==> src/rtl/pipe_adder_pkg.sv <==
// Shared constants and elaboration helpers for pipe_adder.
package pipe_adder_pkg;

  localparam logic RST_VAL = '0;

  function automatic int chunk_w(input int width, input int stages);
    return (stages > 0) ? (width / stages) : width;
  endfunction

  function automatic bit cfg_ok(input int width, input int stages);
    return (width >= 1) && (stages >= 1) && (stages <= width) && ((width % stages) == 0);
  endfunction

endpackage

==> src/rtl/pipe_adder_full_adder.sv <==
// One-bit full adder cell; chained per chunk inside pipe_adder.
module full_adder (
  input  logic in1,
  input  logic in2,
  input  logic cin,
  output logic sum,
  output logic count
);

  assign sum   = in1 ^ in2 ^ cin;
  assign count = (in1 & in2) | (cin & (in1 ^ in2));

endmodule

==> src/rtl/pipe_adder.sv <==
// Pipelined ripple adder, one WIDTH/STAGES chunk per stage, full-stall valid/ready.
// Optional signed-overflow output enabled by defining PIPE_ADDER_OVF_EN.
module pipe_adder
  import pipe_adder_pkg::*;
#(
  parameter int WIDTH  = 8,
  parameter int STAGES = 2
) (
  input  logic             sys_clk,
  input  logic             sys_rst,
  input  logic             in_valid,
  output logic             in_ready,
  input  logic [WIDTH-1:0] in1,
  input  logic [WIDTH-1:0] in2,
  input  logic             cin,
  output logic             out_valid,
  input  logic             out_ready,
  output logic [WIDTH-1:0] sum,
  output logic             count
`ifdef PIPE_ADDER_OVF_EN
  ,
  output logic             ovf
`endif
);

  localparam int CW = chunk_w(WIDTH, STAGES);

  if (!cfg_ok(WIDTH, STAGES)) begin : g_cfg_check
    $error("pipe_adder: WIDTH must be a positive multiple of STAGES, STAGES <= WIDTH");
  end

  logic             w_adv;
  logic [WIDTH-1:0] w_sum_out;

  // Valid shift chain; the last tap is the output valid.
  for (genvar k = 0; k < STAGES; k++) begin : g_vld
    logic w_d;
    logic r_v;
    if (k == 0) begin : g_src
      assign w_d = in_valid;
    end else begin : g_src
      assign w_d = g_vld[k-1].r_v;
    end
    always_ff @(posedge sys_clk) begin
      if (sys_rst) begin
        r_v <= RST_VAL;
      end else if (w_adv) begin
        r_v <= w_d;
      end
    end
  end

  assign out_valid = g_vld[STAGES-1].r_v;
  assign w_adv     = !out_valid || out_ready;
  assign in_ready  = w_adv;

  for (genvar j = 0; j < STAGES; j++) begin : g_chunk
    logic [CW-1:0] w_a;
    logic [CW-1:0] w_b;
    logic [CW-1:0] w_s;
    logic [CW:0]   w_c;
    logic          w_cin;
    logic          r_carry;

    // Chunk j of the operands waits j cycles so it meets its carry.
    if (j == 0) begin : g_opnd
      assign w_a = in1[CW-1:0];
      assign w_b = in2[CW-1:0];
    end else begin : g_opnd
      for (genvar t = 0; t < j; t++) begin : g_tap
        logic [CW-1:0] w_a_d;
        logic [CW-1:0] w_b_d;
        logic [CW-1:0] r_a;
        logic [CW-1:0] r_b;
        if (t == 0) begin : g_src
          assign w_a_d = in1[j*CW +: CW];
          assign w_b_d = in2[j*CW +: CW];
        end else begin : g_src
          assign w_a_d = g_tap[t-1].r_a;
          assign w_b_d = g_tap[t-1].r_b;
        end
        always_ff @(posedge sys_clk) begin
          if (sys_rst) begin
            r_a <= {CW{RST_VAL}};
            r_b <= {CW{RST_VAL}};
          end else if (w_adv) begin
            r_a <= w_a_d;
            r_b <= w_b_d;
          end
        end
      end
      assign w_a = g_tap[j-1].r_a;
      assign w_b = g_tap[j-1].r_b;
    end

    if (j == 0) begin : g_cin
      assign w_cin = cin;
    end else begin : g_cin
      assign w_cin = g_chunk[j-1].r_carry;
    end

    assign w_c[0] = w_cin;
    for (genvar b = 0; b < CW; b++) begin : g_bit
      full_adder u_fa (
        .in1   (w_a[b]),
        .in2   (w_b[b]),
        .cin   (w_c[b]),
        .sum   (w_s[b]),
        .count (w_c[b+1])
      );
    end

    always_ff @(posedge sys_clk) begin
      if (sys_rst) begin
        r_carry <= RST_VAL;
      end else if (w_adv) begin
        r_carry <= w_c[CW];
      end
    end

    // Sum chunk j is held STAGES-j cycles so every chunk leaves together.
    for (genvar t = 0; t < STAGES - j; t++) begin : g_sdl
      logic [CW-1:0] w_s_d;
      logic [CW-1:0] r_s;
      if (t == 0) begin : g_src
        assign w_s_d = w_s;
      end else begin : g_src
        assign w_s_d = g_sdl[t-1].r_s;
      end
      always_ff @(posedge sys_clk) begin
        if (sys_rst) begin
          r_s <= {CW{RST_VAL}};
        end else if (w_adv) begin
          r_s <= w_s_d;
        end
      end
    end

    assign w_sum_out[j*CW +: CW] = g_sdl[STAGES-j-1].r_s;
  end

  assign sum   = w_sum_out;
  assign count = g_chunk[STAGES-1].r_carry;

`ifdef PIPE_ADDER_OVF_EN
  logic w_ovf_d;
  logic r_ovf;

  assign w_ovf_d = (g_chunk[STAGES-1].w_a[CW-1] == g_chunk[STAGES-1].w_b[CW-1]) &&
                   (g_chunk[STAGES-1].w_s[CW-1] != g_chunk[STAGES-1].w_a[CW-1]);

  always_ff @(posedge sys_clk) begin
    if (sys_rst) begin
      r_ovf <= RST_VAL;
    end else if (w_adv) begin
      r_ovf <= w_ovf_d;
    end
  end

  assign ovf = r_ovf;
`endif

endmodule

==> config.mk <==
export PLATFORM = sky130hd
export DESIGN_NAME = pipe_adder
export DESIGN_NICKNAME = d
export VERILOG_FILES = /design/src/rtl/pipe_adder_pkg.sv /design/src/rtl/pipe_adder_full_adder.sv /design/src/rtl/pipe_adder.sv
export SDC_FILE = /design/constraint.sdc
export NUM_CORES = 1
export LEC_CHECK = 0
export BUFFER_PORTS_ARGS = -buffer_cell sky130_fd_sc_hd__buf_2
export CORE_MARGIN = 2
export CORE_UTILIZATION = 25
export CTS_CLUSTER_SIZE = 20
export DETAILED_ROUTE_END_ITERATION = 8
export PLACE_DENSITY = 0.5
export SYNTH_ARGS = -nofsm -noshare
export SYNTH_HDL_FRONTEND = slang
export SYNTH_SLANG_ARGS = --single-unit
==> constraint.sdc <==
create_clock -name sys_clk -period 2.47 [get_ports sys_clk]
set_clock_uncertainty 0.1 [all_clocks]
set_input_delay 0.247 -clock sys_clk [delete_from_list [all_inputs] [get_ports sys_clk]]
set_output_delay 0.247 -clock sys_clk [all_outputs]
set_load 0.01 [all_outputs]
==> reports/qor.yml <==
setup_path:
  reg2reg_depth: 8
  worstSetupPathType: "reg2reg"
  r2r-start: "g_chunk[0].r_carry"
  rrSetupSlack_ns: 0.26
  worstSetupEndpoint: "g_chunk[1].g_sdl[0].r_s[3]"
  end_kind: "register"
  start_kind: "register"
  r2r-end: "g_chunk[1].g_sdl[0].r_s[3]"
  arrival_ns: 2.31
  crit_start: "g_chunk[0].r_carry"
  cp.required_ns: 2.57
  cp_max_fo: 2
global_routing:
  grt_pass1_wl_mm: 4.62
  grt_max_degree: 40
  grt_overflow: 0
  grt_antenna_before_repair: 0
  first_global_vias: 995
  grt_usage: 0.108
clock_network:
  postCtsSetupRepairBufs: 0
  cts_resized: 0
  cts_made_buffers: 3
  cts-root-buf: "clkbuf_8"
  clock_path_buffers: 2
  ctsHoldBuffers: 0
  clock-sinks: 24
  htreeDepth: 1
  clock_latency_ns: 0.27
  clk_pin_slew_ns: 0.09
  cts_tree: "built"
placement:
  placed_cells: 210
  routabilityCongestion: 0.746
  port_buffers: 31
  place_area_um2: 1460
  place_ws_ns: 0.185
  place_hpwl_mm: 1.82
sta:
  setup_violations: 0
  finalCritPeriodShare: 0.896
  slew_violations: 0
  rsz0062_at_grt: "no"
  worst_slack_ns: 0.257
  fin_crit_ns: 2.21
  tightest_slew_ns: 0.583
  final-hold-violation-count: 0
  clock.fmax_mhz: 452
  finalSetupTns_ns: 0
  whs_ns: 0.121
  max_slew_margin: 0.611
synth:
  synth_cell_type_count: 16
  syn-num-nets: 149
  syn_avg_cell_area_um2: 10.4
  yosysSeqAreaShare: 0.384
  ys_ff_latch: 24
  ys_warn_count: 0
  syn_area_um2: 1250
  netlist_instances: 120
floorplan:
  num_rows: 25
  die_area_um2: 5590
  core_area_um2: 4790
  die_width_um: 74.7
  start_util: 0.261
  io_pins: 32
  die_h_um: 74.7
drt:
  vias_per_cell: 4.29
  drc: 0
  wire_per_inst_um: 12.5
  finalWirelength_mm: 2.67
  num_vias: 918
  dr.pass1.iters: 4
  drtIter0Drc: 37
  antenna_left: 0
cells_and_area:
  areaGrowthSynthToFinish_pct: 22.0
  instances_no_fill: 214
  final_cell_mix: "buf_2, dfxtp_1, nand2b_1, inv_1, nand4bb_1"
  stdcell_area_um2: 1530
  drive_above_1_share: 0.299
  final_common_cell: "buf_2"
  antenna_cells: 0
  final_nets: 177
power_and_ir_drop:
  power_density_nw_per_um2: 620
  combPwrFrac: 0.164
  seqPwrFrac: 0.465
  power_leakage_nw: 0.635
  ir_worst_vdd_v: 0.000317
  net-switching-power_w: 0.000232
  switching_share: 0.245
  power.internal_w: 0.000714
  power_frac_clock: 0.370
status:
  status: "finished, final reports clean"
worst_hold_path:
  holdCritPathClass: "in2reg"
job:
  maxCapViolCount: 0
metal layers:
metal / share of wire / global-route usage / wire length (µm) / vias up
li1: - / - / - / 456
met1: 0.48 / 0.147 / 1290 / 435
met2: 0.45 / 0.176 / 1190 / 27
met3: 0.069 / 0.0348 / 184 / 0
met4: 0 / 0.0119 / 0 / 0
met5: 0 / 0 / 0 / -
registers in the layout, summed over array words and instances, names as in the netlist:
| signal | flops |
|---|---|
| g_chunk.g_opnd.g_tap.r_b | 4 |
| count | 1 |
| g_chunk.g_sdl.r_s | 12 |
| g_chunk.g_opnd.g_tap.r_a | 4 |
| g_vld.r_v | 1 |
| g_chunk.r_carry | 1 |
| out_valid | 1 |
synthesized netlist by cell type:
library cell,count,area (µm²)
mux2i_1,2,20.0
inv_1,15,56.3
o21ai_0,4,20.0
nor3b_1,6,45.0
fa_1,8,160
buf_4,1,7.51
clkbuf_1,4,15.0
nand2b_1,17,106
buf_2,4,20.0
and2b_4,1,10.0
a21oi_1,1,5.00
dfxtp_1,24,480
a211oi_2,6,75.1
inv_4,1,6.26
o21ai_1,11,55.1
nand4bb_1,15,169
area by class of cell:
class | instances | area (µm²)
Clock inverter | 1 | 30.0
Multi-Input combinational cell | 71 | 666
Clock buffer | 3 | 41.3
Sequential cell | 24 | 480
Tap cell | 67 | 83.8
Fill cell | 510 | 3260
Timing Repair Buffer | 32 | 163
Inverter | 16 | 62.6
worst min path at each step:
stage / from / to / slack, ns / cells after the start
6_report: in1[5] / g_chunk[1].g_opnd.g_tap[0].r_a[1] / 0.12 / 3
5_1_grt: in1[6] / g_chunk[1].g_opnd.g_tap[0].r_a[2] / 0.13 / 3
4_1_cts: in2[5] / g_chunk[1].g_opnd.g_tap[0].r_b[1] / 0.12 / 3
3_5_place_dp: g_vld[0].r_v / out_valid / 0.34 / 2
3_3_place_gp: g_vld[0].r_v / out_valid / 0.34 / 2
2_1_floorplan: in1[4] / g_chunk[1].g_opnd.g_tap[0].r_a[0] / 0.29 / 2
metrics by stage:
stage                     power [W]   util
after floorplan            0.000550      -
after global placement     0.000603  0.304
after detailed placement   0.000609  0.304
after CTS                  0.000962  0.319
after global routing       0.000994  0.319
final                      0.000946  0.319
worst max-delay path: stages, from the launching register on:
cell	delay (ns)
dfxtp_1	0.32
inv_1	0.07
fa_1	0.17
inv_1	0.05
fa_1	0.37
fa_1	0.36
inv_1	0.08
fa_1	0.43
a211oi_2	0.18
cell families after synthesis:
group           Yosys count  share of synthesized area
compound gates           22                      0.124
flops                    24                      0.384
simple gates             39                      0.264
fa+ha+maj                 8                      0.128
mux                       2                     0.0160
buf+inv                  25                     0.0840
power by group through the flow:
stage | clock [W] | combinational [W] | sequential (W)
3_5_place_dp | 0 | 0.000159 | 0.000450
4_1_cts | 0.000361 | 0.000160 | 0.000441
6_report | 0.000350 | 0.000156 | 0.000441
5_1_grt | 0.000367 | 0.000181 | 0.000446
3_3_place_gp | 0 | 0.000153 | 0.000449
2_1_floorplan | 0 | 0.0000955 | 0.000454
(Power assumes the default switching activity.)
